--- config.mk ---
export PLATFORM = sky130hd
export DESIGN_NAME = canny_frame_sequencer
export DESIGN_NICKNAME = d
export VERILOG_FILES = /design/src/rtl/canny_ctrl_pkg.sv /design/src/rtl/valid_delay_line.sv /design/src/rtl/canny_frame_sequencer.sv
export SDC_FILE = /design/constraint.sdc
export NUM_CORES = 1
export LEC_CHECK = 0
export ABC_AREA = 1
export CORE_MARGIN = 8
export CORE_UTILIZATION = 40
export CTS_CLUSTER_SIZE = 25
export DETAILED_ROUTE_END_ITERATION = 12
export HOLD_SLACK_MARGIN = 0.1
export PLACE_DENSITY = 0.73
export SLEW_MARGIN = 20
export SYNTH_ARGS = -nofsm -noshare
export SYNTH_HDL_FRONTEND = slang
export SYNTH_SLANG_ARGS = --single-unit
--- constraint.sdc ---
create_clock -name i_clk -period 2 [get_ports i_clk]
set_input_delay 0.4 -clock i_clk [delete_from_list [all_inputs] [get_ports i_clk]]
set_output_delay 0.4 -clock i_clk [all_outputs]
set_load 0.05 [all_outputs]
--- src/rtl/canny_ctrl_pkg.sv ---
// Shared types and constants for the Canny frame sequencer.
package canny_ctrl_pkg;

    typedef enum logic [2:0] {
        S_IDLE,
        S_LOAD,
        S_COMMIT,
        S_STREAM,
        S_DRAIN,
        S_DONE
    } seq_state_t;

    localparam int KERNEL_TAPS  = 9;
    localparam int KERNEL_IDX_W = 4;

endpackage

--- src/rtl/valid_delay_line.sv ---
// Enabled shift register with synchronous clear; carries valid/qualify flags
// alongside the stalled pixel pipeline.
module valid_delay_line #(
    parameter int DEPTH = 1,
    parameter int WIDTH = 1
) (
    input  logic             clk,
    input  logic             rst_n,
    input  logic             clr,
    input  logic             en,
    input  logic [WIDTH-1:0] d,
    output logic [WIDTH-1:0] q
);

    logic [WIDTH-1:0] stage_reg [DEPTH];

    always_ff @(posedge clk or negedge rst_n) begin
        if (!rst_n) begin
            for (int i = 0; i < DEPTH; i++) stage_reg[i] <= '0;
        end else if (clr) begin
            for (int i = 0; i < DEPTH; i++) stage_reg[i] <= '0;
        end else if (en) begin
            stage_reg[0] <= d;
            for (int i = 1; i < DEPTH; i++) stage_reg[i] <= stage_reg[i-1];
        end
    end

    assign q = stage_reg[DEPTH-1];

endmodule

--- src/rtl/canny_frame_sequencer.sv ---
// Frame controller for the streaming Canny pipeline: kernel load, raster read, output tagging.
// Optional cycle counters are enabled by defining CANNY_SEQ_PERF_EN.
module canny_frame_sequencer
    import canny_ctrl_pkg::*;
#(
    parameter int IM_WIDTH  = 512,
    parameter int IM_HEIGHT = 512,
    parameter int FRAC_BITS = 10,
    parameter int BORDER    = 6,
    parameter int PIPE_LAT  = 6,
    parameter int ADDR_W    = $clog2(IM_WIDTH*IM_HEIGHT)
) (
    input  logic                         i_clk,
    input  logic                         i_rst_n,
    input  logic                         i_start,
    input  logic                         i_abort,
    input  logic [FRAC_BITS-1:0]         i_coef,
    input  logic                         i_coef_valid,
    output logic                         o_kernel_wr_en,
    output logic [KERNEL_IDX_W-1:0]      o_kernel_wr_idx,
    output logic                         o_kernel_valid,
    output logic                         o_rd_en,
    output logic [ADDR_W-1:0]            o_rd_addr,
    output logic                         o_pix_valid,
    output logic                         o_pipe_en,
    input  logic                         i_out_ready,
    output logic                         o_out_valid,
    output logic [$clog2(IM_HEIGHT)-1:0] o_out_row,
    output logic [$clog2(IM_WIDTH)-1:0]  o_out_col,
    output logic                         o_out_last,
    output logic                         o_busy,
    output logic                         o_done
`ifdef CANNY_SEQ_PERF_EN
    ,
    output logic [31:0]                  o_frame_cycles,
    output logic [31:0]                  o_stall_cycles
`endif
);

    localparam int ROW_W = $clog2(IM_HEIGHT);
    localparam int COL_W = $clog2(IM_WIDTH);

    localparam logic [ADDR_W-1:0]       LAST_ADDR    = ADDR_W'(IM_WIDTH*IM_HEIGHT-1);
    localparam logic [COL_W-1:0]        LAST_COL     = COL_W'(IM_WIDTH-1);
    localparam logic [ROW_W-1:0]        BORDER_ROW   = ROW_W'(BORDER);
    localparam logic [COL_W-1:0]        BORDER_COL   = COL_W'(BORDER);
    localparam logic [ROW_W-1:0]        OUT_LAST_ROW = ROW_W'(IM_HEIGHT-BORDER-1);
    localparam logic [COL_W-1:0]        OUT_LAST_COL = COL_W'(IM_WIDTH-BORDER-1);
    localparam logic [KERNEL_IDX_W-1:0] LAST_TAP     = KERNEL_IDX_W'(KERNEL_TAPS-1);

    seq_state_t              state_reg;
    logic [KERNEL_IDX_W-1:0] tap_reg;
    logic [ADDR_W-1:0]       addr_reg;
    logic [ROW_W-1:0]        rd_row_reg;
    logic [COL_W-1:0]        rd_col_reg;
    logic [ROW_W-1:0]        out_row_reg;
    logic [COL_W-1:0]        out_col_reg;
    logic                    busy_reg;
    logic                    kernel_valid_reg;
    logic                    done_reg;
    logic                    idle_en_reg;

    logic       abort_hit;
    logic       coef_take;
    logic       rd_fire;
    logic       qualify;
    logic       line_clr;
    logic [1:0] pix_line_d;
    logic [1:0] pix_line_q;
    logic       tail_qual;
    logic       out_fire;
    logic       out_last;

    // The kernel register downstream samples i_coef directly on o_kernel_wr_en.
    logic coef_unused;
    assign coef_unused = ^i_coef;

    assign abort_hit = i_abort && (state_reg != S_IDLE);
    assign coef_take = (state_reg == S_LOAD) && i_coef_valid && !i_abort;
    assign rd_fire   = (state_reg == S_STREAM) && i_out_ready;
    assign qualify   = (rd_row_reg >= BORDER_ROW) && (rd_col_reg >= BORDER_COL);
    assign line_clr  = (state_reg == S_IDLE) || abort_hit;

    // Stage 0: read -> pixel valid, with the qualify flag riding alongside.
    assign pix_line_d = {rd_fire & qualify, rd_fire};

    valid_delay_line #(.DEPTH(1), .WIDTH(2)) u_pix_line (
        .clk   (i_clk),
        .rst_n (i_rst_n),
        .clr   (line_clr),
        .en    (i_out_ready),
        .d     (pix_line_d),
        .q     (pix_line_q)
    );

    valid_delay_line #(.DEPTH(PIPE_LAT), .WIDTH(1)) u_qual_line (
        .clk   (i_clk),
        .rst_n (i_rst_n),
        .clr   (line_clr),
        .en    (i_out_ready),
        .d     (pix_line_q[1]),
        .q     (tail_qual)
    );

    assign out_fire = tail_qual && i_out_ready;
    assign out_last = out_fire && (out_row_reg == OUT_LAST_ROW) && (out_col_reg == OUT_LAST_COL);

    always_ff @(posedge i_clk or negedge i_rst_n) begin
        if (!i_rst_n) begin
            state_reg        <= S_IDLE;
            tap_reg          <= '0;
            addr_reg         <= '0;
            rd_row_reg       <= '0;
            rd_col_reg       <= '0;
            out_row_reg      <= '0;
            out_col_reg      <= '0;
            busy_reg         <= 1'b0;
            kernel_valid_reg <= 1'b0;
            done_reg         <= 1'b0;
            idle_en_reg      <= 1'b0;
        end else begin
            kernel_valid_reg <= 1'b0;
            done_reg         <= 1'b0;
            idle_en_reg      <= 1'b1;

            if (out_fire) begin
                if (out_col_reg == OUT_LAST_COL) begin
                    out_col_reg <= '0;
                    out_row_reg <= out_row_reg + ROW_W'(1);
                end else begin
                    out_col_reg <= out_col_reg + COL_W'(1);
                end
            end

            if (abort_hit) begin
                state_reg <= S_IDLE;
                busy_reg  <= 1'b0;
            end else begin
                case (state_reg)
                    S_IDLE: begin
                        if (i_start) begin
                            state_reg   <= S_LOAD;
                            busy_reg    <= 1'b1;
                            tap_reg     <= '0;
                            addr_reg    <= '0;
                            rd_row_reg  <= '0;
                            rd_col_reg  <= '0;
                            out_row_reg <= '0;
                            out_col_reg <= '0;
                        end
                    end
                    S_LOAD: begin
                        if (coef_take) begin
                            tap_reg <= tap_reg + KERNEL_IDX_W'(1);
                            if (tap_reg == LAST_TAP) begin
                                state_reg        <= S_COMMIT;
                                kernel_valid_reg <= 1'b1;
                            end
                        end
                    end
                    S_COMMIT: state_reg <= S_STREAM;
                    S_STREAM: begin
                        if (rd_fire) begin
                            addr_reg <= addr_reg + ADDR_W'(1);
                            if (rd_col_reg == LAST_COL) begin
                                rd_col_reg <= '0;
                                rd_row_reg <= rd_row_reg + ROW_W'(1);
                            end else begin
                                rd_col_reg <= rd_col_reg + COL_W'(1);
                            end
                            if (addr_reg == LAST_ADDR) state_reg <= S_DRAIN;
                        end
                    end
                    S_DRAIN: begin
                        if (out_last) begin
                            state_reg <= S_DONE;
                            done_reg  <= 1'b1;
                        end
                    end
                    S_DONE: begin
                        state_reg <= S_IDLE;
                        busy_reg  <= 1'b0;
                    end
                    default: begin
                        state_reg <= S_IDLE;
                        busy_reg  <= 1'b0;
                    end
                endcase
            end
        end
    end

`ifdef CANNY_SEQ_PERF_EN
    always_ff @(posedge i_clk or negedge i_rst_n) begin
        if (!i_rst_n) begin
            o_frame_cycles <= '0;
            o_stall_cycles <= '0;
        end else if (state_reg == S_IDLE) begin
            if (i_start) begin
                o_frame_cycles <= '0;
                o_stall_cycles <= '0;
            end
        end else begin
            o_frame_cycles <= o_frame_cycles + 32'd1;
            if (!i_out_ready) o_stall_cycles <= o_stall_cycles + 32'd1;
        end
    end
`endif

    // pipe_en stays low until the first edge after reset release, then idles high.
    assign o_pipe_en       = busy_reg ? i_out_ready : idle_en_reg;
    assign o_kernel_wr_en  = coef_take;
    assign o_kernel_wr_idx = tap_reg;
    assign o_kernel_valid  = kernel_valid_reg;
    assign o_rd_en         = rd_fire;
    assign o_rd_addr       = addr_reg;
    assign o_pix_valid     = pix_line_q[0];
    assign o_out_valid     = out_fire;
    assign o_out_row       = out_row_reg;
    assign o_out_col       = out_col_reg;
    assign o_out_last      = out_last;
    assign o_busy          = busy_reg;
    assign o_done          = done_reg;

endmodule

# Word level (Yosys, flattened, before mapping)
# Index checks and enable logic that the tools add are counted.
[totals] regBits=73 input_bits=16 out_inout_bits=49 word_cells=115
[op_classes] n_addsub=6 order_cmp=2 n_eq_ne=20 muxes=46 bitwise=2 reduce_logical=21
[ops] cell="$mux W9" count=15
[ops] cell="$add A9 B1 Y9 const B" count=4
[ops] cell="$mux W18" count=2
[ops] cell="$pmux W18 S2" count=1
[ops] cell="$pmux W9 S2" count=2
[ops] cell="$eq A9 B9 Y1 const B" count=3
[ops] cell="$mux W3" count=7
[ops] cell="$add A18 B1 Y18 const B" count=1
[ops] cell="$eq A18 B18 Y1 const B" count=1
[ops] cell="$ge A9 B3 Y1 const B" count=2
[ops] cell="$pmux W3 S5" count=1
[ops] cell="$mux W6" count=2
[ops] cell="$ne A3 B3 Y1 const B" count=4
[ops] cell="$mux W1" count=10
[ops] cell="$logic_and A1 B1 Y1" count=8
[ops] cell="$mux W4" count=2
[ops] cell="$pmux W4 S2" count=1
[ops] cell="$reduce_and A4 Y1" count=2
[ops] cell="$eq A3 B2 Y1 const B" count=2
[ops] cell="$ne A2 B2 Y1 const B" count=3
[ops] cell="$ne A3 B2 Y1 const B" count=2
[ops] cell="$reduce_and A6 Y1" count=1
[ops] cell="$reduce_bool A2 Y1" count=3
[ops] cell="$reduce_and A5 Y1" count=1
[ops] cell="15 further kinds" count=17

# Longest topological paths before layout
[logic_depth] depth_word=6 depth_mapped=13 ltp_nobuf=13

# Hierarchy
# From an unflattened synthesis, not the netlist that was laid out.
[hier_totals] hier_cells=549 hier_area_um2=4187.8
[by_module_without_submodules] module="canny_frame_sequencer" instances=1 cells_each=513 area_each_um2=3862.5 seq_area_each_um2=1626.6
[by_module_without_submodules] module="valid_delay_line (u_qual_line)" instances=1 cells_each=26 area_each_um2=240.2 seq_area_each_um2=150.1
[by_module_without_submodules] module="valid_delay_line (u_pix_line)" instances=1 cells_each=10 area_each_um2=85.1 seq_area_each_um2=50.0

# Least setup slack after synthesis
# OpenSTA, ideal clock, no wires.
[synth_path] path_kind="reg2out" startpoint="register out_col_reg[0], in the netlist o_out_col[0]" endpoint="output o_out_last" t_arrival_ns=1.905 t_required_ns=1.600 path_slack_ns=-0.305 stages_incl_launch_ff=6 n_path_buf=0 cell_sequence="dfrtp_1 > ha_1 > nand2_1 > nor2_1 > nand3_1 > nor2_1"
[synth_between] elab_chain_cells=2
[synth_lines] item="start, declared" line_no="canny_frame_sequencer.sv:57" text="logic [COL_W-1:0] out_col_reg;"
[synth_lines] item="start signal, assigned" line_no="canny_frame_sequencer.sv:131" text="out_col_reg <= out_col_reg + COL_W'(1);"
[synth_lines] item="$eq A9 B9 Y1" line_no="canny_frame_sequencer.sv:106" text="assign out_last = out_fire && (out_row_reg == OUT_LAST_ROW) && (out_col_reg == OUT_LAST_COL);"
[synth_lines] item="$logic_and A1 B1 Y1" line_no="canny_frame_sequencer.sv:106"
[synth_lines] item="end, declared" line_no="canny_frame_sequencer.sv:30" text="output logic o_out_last,"
# No other way between the ends.

# Worst setup path after layout
[layout_path] startpoint="register out_row_reg[1], in the netlist o_out_row[1]" endpoint="output o_out_row[1]"
[layout_rtl] item="start, declared" line_no="canny_frame_sequencer.sv:56" text="logic [ROW_W-1:0] out_row_reg;"
[layout_rtl] item="start signal, assigned" line_no="canny_frame_sequencer.sv:129" text="out_row_reg <= out_row_reg + ROW_W'(1);"
[layout_rtl] item="end, declared" line_no="canny_frame_sequencer.sv:28" text="output logic [$clog2(IM_HEIGHT)-1:0] o_out_row,"
# No word-level cell between the ends.

==> impl_metrics.ini <==
[power_and_ir_drop]
vdd_drop_max_mv = 0.389
p_leak_nw = 2.67
p_per_area_nw_per_um2 = 803

[floorplanning]
initial_utilization_pct = 40.5
num_rows = 37
core_area_um2 = 10100
pin_count = 65
die_y_um = 117
die-area_um2 = 13800
fp.dieW_um = 117

[setup_path]
path_buf_inv = 1
critPathKind = reg -> out
crit_family = buffers and inverters
path_cells = clkdlybuf4s50_1
cp_slowest_cell = clkdlybuf4s50_1
arrival_ns = 1.56
path_max_fanout = 4
slowest_delay_ns = 0.82
worstSetupStartpointType = flip-flop
critPathRequiredTime_ns = 1.60
crit_path_end_kind = primary output
ff2ff_setup_slack_ns = 0.10

[route]
drt_first_pass_iters = 4
wl_per_cell_um = 13.2
dr_total_vias = 3884
drtIter0Drc = 223
via_per_inst = 5.02
ant_nets = 0
totalWireLength_mm = 10.2
drc = 0

[outcome]
status = finished clean

[synth]
synth_area_per_cell_um2 = 7.72
netlist_area_um2 = 4110
synth_nets = 560
yosysTopAreaCell = dfrtp_1
syn-instance-count = 532
ys_types = 40
yosysWarningCount = 0
ys_ff_latch = 73
netlist.area_leader.share_pct = 44.5
synth-seq-area-share_pct = 44.5
synthTopCellsByArea = dfrtp_1, nand2_1, inv_1, nor2_1, nand3_1

[finish]
num_antenna_cells = 0
nFillCells = 888
syn2layout_area_growth_pct = 32.0
fin_nets = 661
utilization_pct = 53.5
largest_register_ffs = 18
drive_gt1_share_pct = 21.3

[timing]
hold_viol = 0
rsz0062_at_grt = true
relSlewSlack_pct = 66.1
final_max_slew_viol_count = 0
finalCritPeriodShare_pct = 98.1
skew_ns = 0.00606
period_needed_ns = 1.96
whs_ns = 0.483
setup_viol = 0
worstMarginPinSlew_ns = 0.508
max_freq_ghz = 0.510

[clock_network]
clk_pin_slew_ns = 0.07
clk-insertion-delay-late_ns = 0.36
cts-root-buf = clkbuf_8
numCtsBuffers = 9
h-tree-depth = 3
cts.sinks = 73
cts_tree = done
cts_max_path_buffers = 2

[global_routing]
grt_pass1_wl_mm = 17.5
first_global_vias = 3802
grt_max_degree = 74
grt_util_all_layers_pct = 15.2
overflow = 0
antenna_found_initial = 0

[placed_design]
placement.io_buffers = 54
dp.final_hpwl_mm = 7.49
gp_congestion = 0.850

[flow_run]
maxCapViolCount = 0

[worst_hold_path]
hold_class = reg -> reg
## cell usage in the layout (no fill, tap or decap), types with 2 or more instances in the layout
master | synthesis | layout
nand2_4 | 5 | 5
clkinv_2 | 1 | 2
nand2_2 | 4 | 9
nor2_2 | 3 | 6
xor2_1 | 12 | 12
nor4_1 | 6 | 6
dfrtp_2 | 0 | 4
nor3_1 | 11 | 9
nand3_1 | 32 | 30
a21oi_1 | 31 | 30
o21a_1 | 2 | 2
clkbuf_8 | 0 | 12
inv_2 | 3 | 4
nand2_1 | 130 | 125
clkdlybuf4s50_1 | 0 | 7
nor2_1 | 59 | 55
dlygate4sd2_1 | 0 | 9
nor2_4 | 2 | 3
nand4_1 | 20 | 20
clkbuf_1 | 0 | 2
ha_1 | 12 | 10
o21ai_0 | 25 | 24
dfrtp_1 | 73 | 69
o21ai_1 | 8 | 9
inv_1 | 66 | 64
nor3_4 | 0 | 2
buf_12 | 0 | 7
o21bai_1 | 2 | 2
buf_4 | 1 | 66
dlymetal6s2s_1 | 0 | 5
## synth_stat cells
| cell type | n |
|---|---|
| buf_4 | 1 |
| a22o_1 | 1 |
| buf_6 | 3 |
| nor2_4 | 2 |
| nor2_8 | 1 |
| nand2_4 | 5 |
| a21boi_0 | 1 |
| clkinv_2 | 1 |
| ha_1 | 12 |
| conb_1 | 1 |
| xnor2_1 | 1 |
| o21a_1 | 2 |
| nand3b_2 | 1 |
| nand2_2 | 4 |
| a211oi_1 | 1 |
| nor2_2 | 3 |
| dfrtp_1 | 73 |
| a21oi_1 | 31 |
| a31oi_1 | 1 |
| nor2_1 | 59 |
| a21o_1 | 1 |
| nand4_1 | 20 |
| xor2_1 | 12 |
| o31ai_1 | 3 |
| o21ai_0 | 25 |
| nand2_1 | 130 |
| a31o_2 | 1 |
| nor3_1 | 11 |
| a32o_1 | 1 |
| nor4_1 | 6 |
| and2_1 | 1 |
| or2_2 | 1 |
| inv_2 | 3 |
| buf_2 | 3 |
| inv_1 | 66 |
| o21ai_1 | 8 |
| o21bai_1 | 2 |
| inv_4 | 1 |
| nand3_1 | 32 |
| clkinv_1 | 1 |
## where the power goes
part,total (mW),switching [mW],internal [mW]
registers,1.67,0.115,1.56
logic,1.48,0.968,0.507
clock network,1.20,0.525,0.678
total,4.35,1.61,2.74
## final timing paths
kind / start / endpoint / cells past startpoint
worst max-delay path: o_out_row[1]$_DFF_PN0_ / o_out_row[1] / 1
worst min-delay path: o_kernel_wr_idx[3]$_DFFE_PN0P_ / o_kernel_wr_idx[3]$_DFFE_PN0P_ / 1
worst max register to register: rd_col_reg[1]$_DFFE_PN0P_ / rd_row_reg[1]$_DFFE_PN0P_ / 12
worst min register to register: o_kernel_wr_idx[3]$_DFFE_PN0P_ / o_kernel_wr_idx[3]$_DFFE_PN0P_ / 1
max in group asynchronous: i_rst_n / o_out_col[4]$_DFF_PN0_ / 3
min in group asynchronous: i_rst_n / o_rd_addr[13]$_DFFE_PN0P_ / 3
## metal layers
metal  share of wire, %  wire length, um  global-route usage (%)  vias to the layer above
li1                   -                -                       -                     1943
met1                 44             4470                    18.3                     1817
met2                 49             4990                    25.1                      104
met3                5.2              531                    3.45                       20
met4                2.1              214                    7.22                        0
met5                  0                0                       0                        -
## stage by stage
stage                     std cells  total power, mW   TNS, ns  worst slack, ns  area [um^2]
after floorplan                 532             2.57         0           0.0248         4120
after global placement          747             3.07    -0.162          -0.0586         5010
after detailed placement        747             3.11    -0.611           -0.114         5010
after CTS                       765             4.33  -0.00413         -0.00413         5250
after global routing            774             4.60    -0.212          -0.0438         5420
final                           774             4.35         0           0.0381         5420
## final cells by class
cell class                      count  area, um^2  share of cell area, %
Clock inverter                      2        35.0                  0.646
Clock buffer                       14         173                   3.19
Tap cell                          136         170                   3.14
Sequential cell                    73        1830                   33.8
Inverter                           72         282                   5.19
Timing Repair Buffer               97         873                   16.1
Multi-Input combinational cell    380        2060                   37.9
## cell families (layout without fill, tap and decap cells)
family,Yosys count,count (layout),synth area share [%]
AO/OA/AOI/OAI,78,78,10.4
XOR/XNOR,13,13,2.77
adder cells (fa/ha/maj),12,12,3.66
buffers and inverters,79,185,8.04
flip-flops,73,73,44.5
other,1,1,0.0913
AND/OR/NAND/NOR,276,276,30.5
## repair_timing
| item | 4_1_cts | 5_1_grt |
|---|---|---|
| hold buffers | 1 | 0 |
| hold endpoints to repair | 73 | 0 |
| endpoints found under the setup margin | 11 | 22 |
| buffers inserted | 1 | 9 |
| gates cloned | 0 | 0 |
| resized for setup | 14 | 33 |
| pin swaps | 1 | 7 |
Power figures use the tool's default switching activity.
